**src/rtl/seq_sched_pkg.sv**
```systemverilog
// Shared encodings and sizing helper for the seq_detect_sched block.
package seq_sched_pkg;

  typedef enum logic [1:0] {
    StIdle,
    StShift,
    StReport
  } sched_state_e;

  typedef enum logic [2:0] {
    DetC0,
    DetZ1,
    DetZ2,
    DetO1,
    DetO2
  } det_state_e;

  function automatic int unsigned cnt_width(int unsigned width);
    return $clog2(width + 1);
  endfunction

endpackage

```
**src/rtl/seq_bit_detector.sv**
```systemverilog
// Serial "001"/"111" detector; history is tracked as runs of equal bits.
module seq_bit_detector
  import seq_sched_pkg::*;
(
  input  logic clk,
  input  logic reset,
  input  logic clr,
  input  logic bit_valid,
  input  logic bit_in,
  output logic hit
);

  det_state_e state_q, state_d;

  always_ff @(posedge clk or negedge reset) begin
    if (!reset) begin
      state_q <= DetC0;
    end else begin
      state_q <= state_d;
    end
  end

  always_comb begin
    state_d = state_q;
    hit     = 1'b0;
    if (clr) begin
      state_d = DetC0;
    end else if (bit_valid) begin
      if (bit_in) begin
        // A 1 after a run of at least two equal bits completes 001 or 111.
        hit     = (state_q == DetZ2) || (state_q == DetO2);
        state_d = ((state_q == DetO1) || (state_q == DetO2)) ? DetO2 : DetO1;
      end else begin
        state_d = ((state_q == DetZ1) || (state_q == DetZ2)) ? DetZ2 : DetZ1;
      end
    end
  end

endmodule

```
**src/rtl/seq_detect_sched.sv**
```systemverilog
// Round-robin share of one serial pattern detector between two requesters.
// Define SEQ_SCHED_LSB_FIRST_EN to shift words LSB first (default MSB first).
module seq_detect_sched
  import seq_sched_pkg::*;
#(
  parameter int unsigned WIDTH = 8,
  parameter int unsigned CNT_W = cnt_width(WIDTH)
) (
  input  logic             clk,
  input  logic             reset,
  input  logic             req0_valid,
  input  logic [WIDTH-1:0] req0_data,
  output logic             req0_ready,
  input  logic             req1_valid,
  input  logic [WIDTH-1:0] req1_data,
  output logic             req1_ready,
  output logic             res_valid,
  output logic             res_id,
  output logic [CNT_W-1:0] res_count,
  input  logic             res_ready,
  output logic             busy
);

  sched_state_e     state_q, state_d;
  logic             rr_q, rr_d;
  logic             id_q, id_d;
  logic [WIDTH-1:0] shreg_q, shreg_d;
  logic [CNT_W-1:0] idx_q, idx_d;
  logic [CNT_W-1:0] cnt_q, cnt_d;
  logic             grant_valid, grant_id;
  logic             bit_cur, hit, det_clr, det_valid;
  logic [WIDTH-1:0] shreg_next;

`ifdef SEQ_SCHED_LSB_FIRST_EN
  assign bit_cur    = shreg_q[0];
  assign shreg_next = {1'b0, shreg_q[WIDTH-1:1]};
`else
  assign bit_cur    = shreg_q[WIDTH-1];
  assign shreg_next = {shreg_q[WIDTH-2:0], 1'b0};
`endif

  // rr_q names the requester favoured when both are valid.
  always_comb begin
    grant_valid = req0_valid | req1_valid;
    grant_id    = (req0_valid && req1_valid) ? rr_q : req1_valid;
  end

  seq_bit_detector u_det (
    .clk      (clk),
    .reset    (reset),
    .clr      (det_clr),
    .bit_valid(det_valid),
    .bit_in   (bit_cur),
    .hit      (hit)
  );

  always_comb begin
    state_d    = state_q;
    rr_d       = rr_q;
    id_d       = id_q;
    shreg_d    = shreg_q;
    idx_d      = idx_q;
    cnt_d      = cnt_q;
    req0_ready = 1'b0;
    req1_ready = 1'b0;
    det_clr    = 1'b0;
    det_valid  = 1'b0;
    unique case (state_q)
      StIdle: begin
        if (grant_valid) begin
          req0_ready = ~grant_id;
          req1_ready = grant_id;
          det_clr    = 1'b1;
          shreg_d    = grant_id ? req1_data : req0_data;
          id_d       = grant_id;
          idx_d      = '0;
          cnt_d      = '0;
          rr_d       = ~grant_id;
          state_d    = StShift;
        end
      end
      StShift: begin
        det_valid = 1'b1;
        shreg_d   = shreg_next;
        if (hit) cnt_d = cnt_q + CNT_W'(1);
        if (idx_q == CNT_W'(WIDTH - 1)) begin
          state_d = StReport;
        end else begin
          idx_d = idx_q + CNT_W'(1);
        end
      end
      StReport: begin
        if (res_ready) state_d = StIdle;
      end
      default: state_d = StIdle;
    endcase
  end

  always_ff @(posedge clk or negedge reset) begin
    if (!reset) begin
      state_q <= StIdle;
      rr_q    <= 1'b0;
      id_q    <= 1'b0;
      shreg_q <= '0;
      idx_q   <= '0;
      cnt_q   <= '0;
    end else begin
      state_q <= state_d;
      rr_q    <= rr_d;
      id_q    <= id_d;
      shreg_q <= shreg_d;
      idx_q   <= idx_d;
      cnt_q   <= cnt_d;
    end
  end

  assign busy      = (state_q != StIdle);
  assign res_valid = (state_q == StReport);
  assign res_id    = id_q;
  assign res_count = cnt_q;

endmodule

```
**config.mk**
```make
export PLATFORM = sky130hd
export DESIGN_NAME = seq_detect_sched
export DESIGN_NICKNAME = d
export VERILOG_FILES = /design/src/rtl/seq_sched_pkg.sv /design/src/rtl/seq_bit_detector.sv /design/src/rtl/seq_detect_sched.sv
export SDC_FILE = /design/constraint.sdc
export NUM_CORES = 1
export LEC_CHECK = 0
export CORE_MARGIN = 2
export CORE_UTILIZATION = 28
export DETAILED_ROUTE_END_ITERATION = 10
export GPL_TIMING_DRIVEN = 0
export PLACE_DENSITY = 0.47
export SETUP_SLACK_MARGIN = 0.4
export SYNTH_ARGS = -nofsm -noshare
export SYNTH_HDL_FRONTEND = slang
export SYNTH_SLANG_ARGS = --single-unit
```
**constraint.sdc**
```tcl
create_clock -name clk -period 4.8 [get_ports clk]
set_clock_uncertainty 0.2 [all_clocks]
set_input_delay 1.44 -clock clk [delete_from_list [all_inputs] [get_ports clk]]
set_output_delay 1.44 -clock clk [all_outputs]
set_load 0.01 [all_outputs]
```
==> impl_summary.log <==
[metrics] GRT overflow: 0
[metrics] hold violation total from the final report: 0
[metrics] worst-case setup margin in the final layout: between 500 and 600 ps
[metrics] TritonRoute pass-1 iters: 4
[metrics] peak fanout along the critical path: 8
[metrics] TNS Setup: 0 ps
[metrics] number of DRC markers in iteration 0: 38
[metrics] EDFF count, synth: 0
[metrics] Max Fclk: 234 MHz
[metrics] fraction of layout instances using a drive strength above 1: between 10 and 15%
[metrics] Clock Power Share: 12.9%
[metrics] number of setup violations in the final report: 0
[metrics] die area: between 0.005 and 0.006 mm²
[metrics] share of total power in sequential cells: 36.0%
[metrics] number of antenna-violating nets in the routed design: 0
[metrics] CP Cell Sequence: clkdlybuf4s50_1, nor2_1, or2_1, buf_6, nor2_2, clkbuf_2
[metrics] clock latency at the later pin of the worst-skew pair: 260 ps
[metrics] remaining routing DRC violations: 0
[metrics] Cell Pwr Density: 559 mW/mm²
[metrics] Detailed Route WL: 2.94 mm
[metrics] Die Y-Extent: 71.3 µm
[metrics] routed via count divided by cell count: 4.89
[metrics] most common cell after layout, fill and taps aside: sky130_fd_sc_hd__clkdlybuf4s50_1
[metrics] clk slew on worst S/H paths: approximately 80 ps
[metrics] commonest cells after routing, fill and taps aside: sky130_fd_sc_hd__clkdlybuf4s50_1, sky130_fd_sc_hd__dfrtp_1, sky130_fd_sc_hd__nand2_1
[metrics] H-tree lvl count: 1
[metrics] Final #Nets: 186
[metrics] clock tree from TritonCTS: done
[metrics] minimum setup slack after placement: ~71 ps
[metrics] type of element launching the critical path: input port
[metrics] wire length per cell: 13.8 µm
[metrics] TritonCTS Buffers: 3
[metrics] Worst EP required: about 3200 ps
[metrics] reported leakage power: 0.000745 µW
[metrics] sw power: between 300 and 400 µW
[metrics] worst-path cell with the longest stage delay: sky130_fd_sc_hd__clkdlybuf4s50_1
[metrics] number of antenna diodes: 0
[metrics] Syn Std Cell Area: between 0.001 and 0.0015 mm²
[metrics] worst relative slew slack: 27.3%
[metrics] starting density of the core: 29.2%
[metrics] number of max-cap violations: 0
[metrics] placer congestion estimate: 0.756
[metrics] combined global-route utilization of all metal layers: 12.5%
[metrics] crit share post-route: 89.1%
[metrics] count of buffer and inverter cells on the critical path: 3
[metrics] layout overhead on the synthesized area: 32.5%
[metrics] register bit count reported by yosys: 23
[metrics] # rows: 24
[metrics] antenna violations before repair: 0
[metrics] buffers added on ports: 29
[metrics] number of global-route vias before repair: 1108
[metrics] result of the run: completed
[metrics] slew at the pin with the worst max-slew slack: 1090 ps
[metrics] design internal power: 555 µW
[metrics] endpoint arrival time on the critical path: 2640 ps
[metrics] peak supply drop: 0.175 mV
[metrics] number of top-level pins: 30
[metrics] Register-to-Register Setup Slack: 3060 ps
[metrics] mean instance size in the synthesized netlist: 9.92 µm²
[metrics] vias: approximately 1000
[metrics] maximum clock path buffer count: 2
[metrics] clock net sink count: 23
[metrics] number of distinct standard cells referenced by the synthesized netlist: 34
[metrics] stage delay of the slowest cell on the critical path: 480 ps
[metrics] path type of the worst setup path: input port to primary output
[metrics] fraction of registers with async set or reset after synthesis: 100%
[metrics] endpoint type of the worst setup path: primary output
[metrics] type of the tightest min-delay check: register to register
[metrics] number of nets produced by synthesis: around 150
[metrics] global-route wire length before repair: 5.08 mm
[metrics] count of yosys warnings during synthesis: 0
[metrics] maximum number of pins on one net before global-route repair: 24
[metrics] final number of max-transition violations: 0
[metrics] detailed placement HPWL: 2.14 mm
[metrics] final worst path period need: between 4000 and 5000 ps
[metrics] hold bufs inserted after CTS: 0
[metrics] most used flip-flop cell after synthesis: sky130_fd_sc_hd__dfrtp_1
[metrics] unrepaired setup endpoints after global routing: false
[metrics] area of the core region: 0.00435 mm²
[metrics] Net Sw Frac: 41.0%
[metrics] part of the Yosys area used for sequential elements: 45.3%
[metrics] overall die width: roughly 71 µm
[metrics] buffer type at the clock tree root: sky130_fd_sc_hd__clkbuf_8
[metrics] Cells after Synth: around 130
[metrics] gate family responsible for the most delay along the worst path: buffers and inverters
[metrics] logic gate share of total power: approximately half
## worst register-to-register path, stage by stage (launching register included)
cell	delay [ps]
sky130_fd_sc_hd__dfrtp_1	420
sky130_fd_sc_hd__or2_4	280
sky130_fd_sc_hd__or2_1	240
sky130_fd_sc_hd__buf_6	150
sky130_fd_sc_hd__buf_6	150
sky130_fd_sc_hd__nand3_1	100
sky130_fd_sc_hd__o221ai_2	80
## sequential cells by signal, indices dropped and copies added, names as in the netlist
register and cells:
idx_q 4, res_count 4, res_id 1, rr_q 1, shreg_q 8, state_q 2
u_det.state_q 3
## power groups by stage
stage / registers [µW] / clock network, µW / logic, µW
4_1_cts: 338 / 129 / 492
5_1_grt: 348 / 137 / 543
3_5_place_dp: 341 / 0 / 487
6_report: 339 / 121 / 481
3_3_place_gp: 338 / 0 / 471
2_1_floorplan: 332 / 0 / 338
## stage by stage
stage                     cells  hold WS (ps)  instance area [µm²]  total power, µW  util, %
after floorplan             128           256                 1270              670        -
after global placement      209           265                 1630              809     37.3
after detailed placement    209           277                 1630              828     37.3
after CTS                   214           299                 1690              959     38.7
after global routing        214           335                 1680             1030     38.6
final                       214           295                 1680              941     38.6
## final timing paths
| path | cells after the start | end | startpoint |
|---|---|---|---|
| max | 6 | req1_ready | req1_valid |
| min | 2 | shreg_q[3] | shreg_q[2] |
| max reg2reg | 6 | shreg_q[7] | state_q[0] |
| min reg2reg | 2 | shreg_q[3] | shreg_q[2] |
| max in group asynchronous | 1 | res_count[0] | reset |
| min in group asynchronous | 1 | res_count[2] | reset |
## cells by family (layout without fill, tap and decap cells)
logic type | count (synthesis) | count (layout) | synth area share [%]
buffers and inverters | 14 | 48 | 6.30
AOI/OAI and AO/OA | 23 | 23 | 14.5
DFF | 23 | 23 | 45.3
xor gates and xnor gates | 3 | 3 | 2.07
and+or+nand+nor | 51 | 51 | 20.4
muxes | 12 | 12 | 9.46
adders and majority gates | 2 | 2 | 1.97
## cell usage after synthesis (all sizes together) (2+ instances only)
library cell  number  area, µm²
dfrtp             23        576
nand2             16       60.1
mux2i             12        120
nand3             11       55.1
nor2              11       41.3
buf                6       48.8
a21oi              5       25.0
inv                5       18.8
o211ai             4       50.1
o21ai              4       20.0
o221ai             4       41.3
clkbuf             3       12.5
nand3b             3       22.5
xnor2              3       26.3
ha                 2       25.0
nor3               2       10.0
or2                2       15.0
## routing by layer
layer / vias up / GRT usage (%) / share of wire (%) / wire (µm)
met1: 505 / 15.6 / 46 / 1350
li1: 514 / - / - / -
met3: 2 / 2.39 / 4.5 / 133
met5: - / 0 / 0 / 0
met2: 25 / 22.3 / 49 / 1450
met4: 0 / 2.52 / 0.24 / 7
## repair_timing
item | 4_1_cts | 5_1_grt
buffers inserted | 1 | 0
setup endpoints to repair | 2 | 2
resized for setup | 6 | 3
pin swaps | 0 | 0
## cell type report
cell class	count	area, µm²
tap	52	65.1
fill	434	2670
buffer	9	63.8
timing repair buffer	30	295
multi-input combinational	91	619
sequential	23	576
clock buffer	4	45.0
inverter	5	18.8
Note: power is estimated with default switching activity, not from simulation.
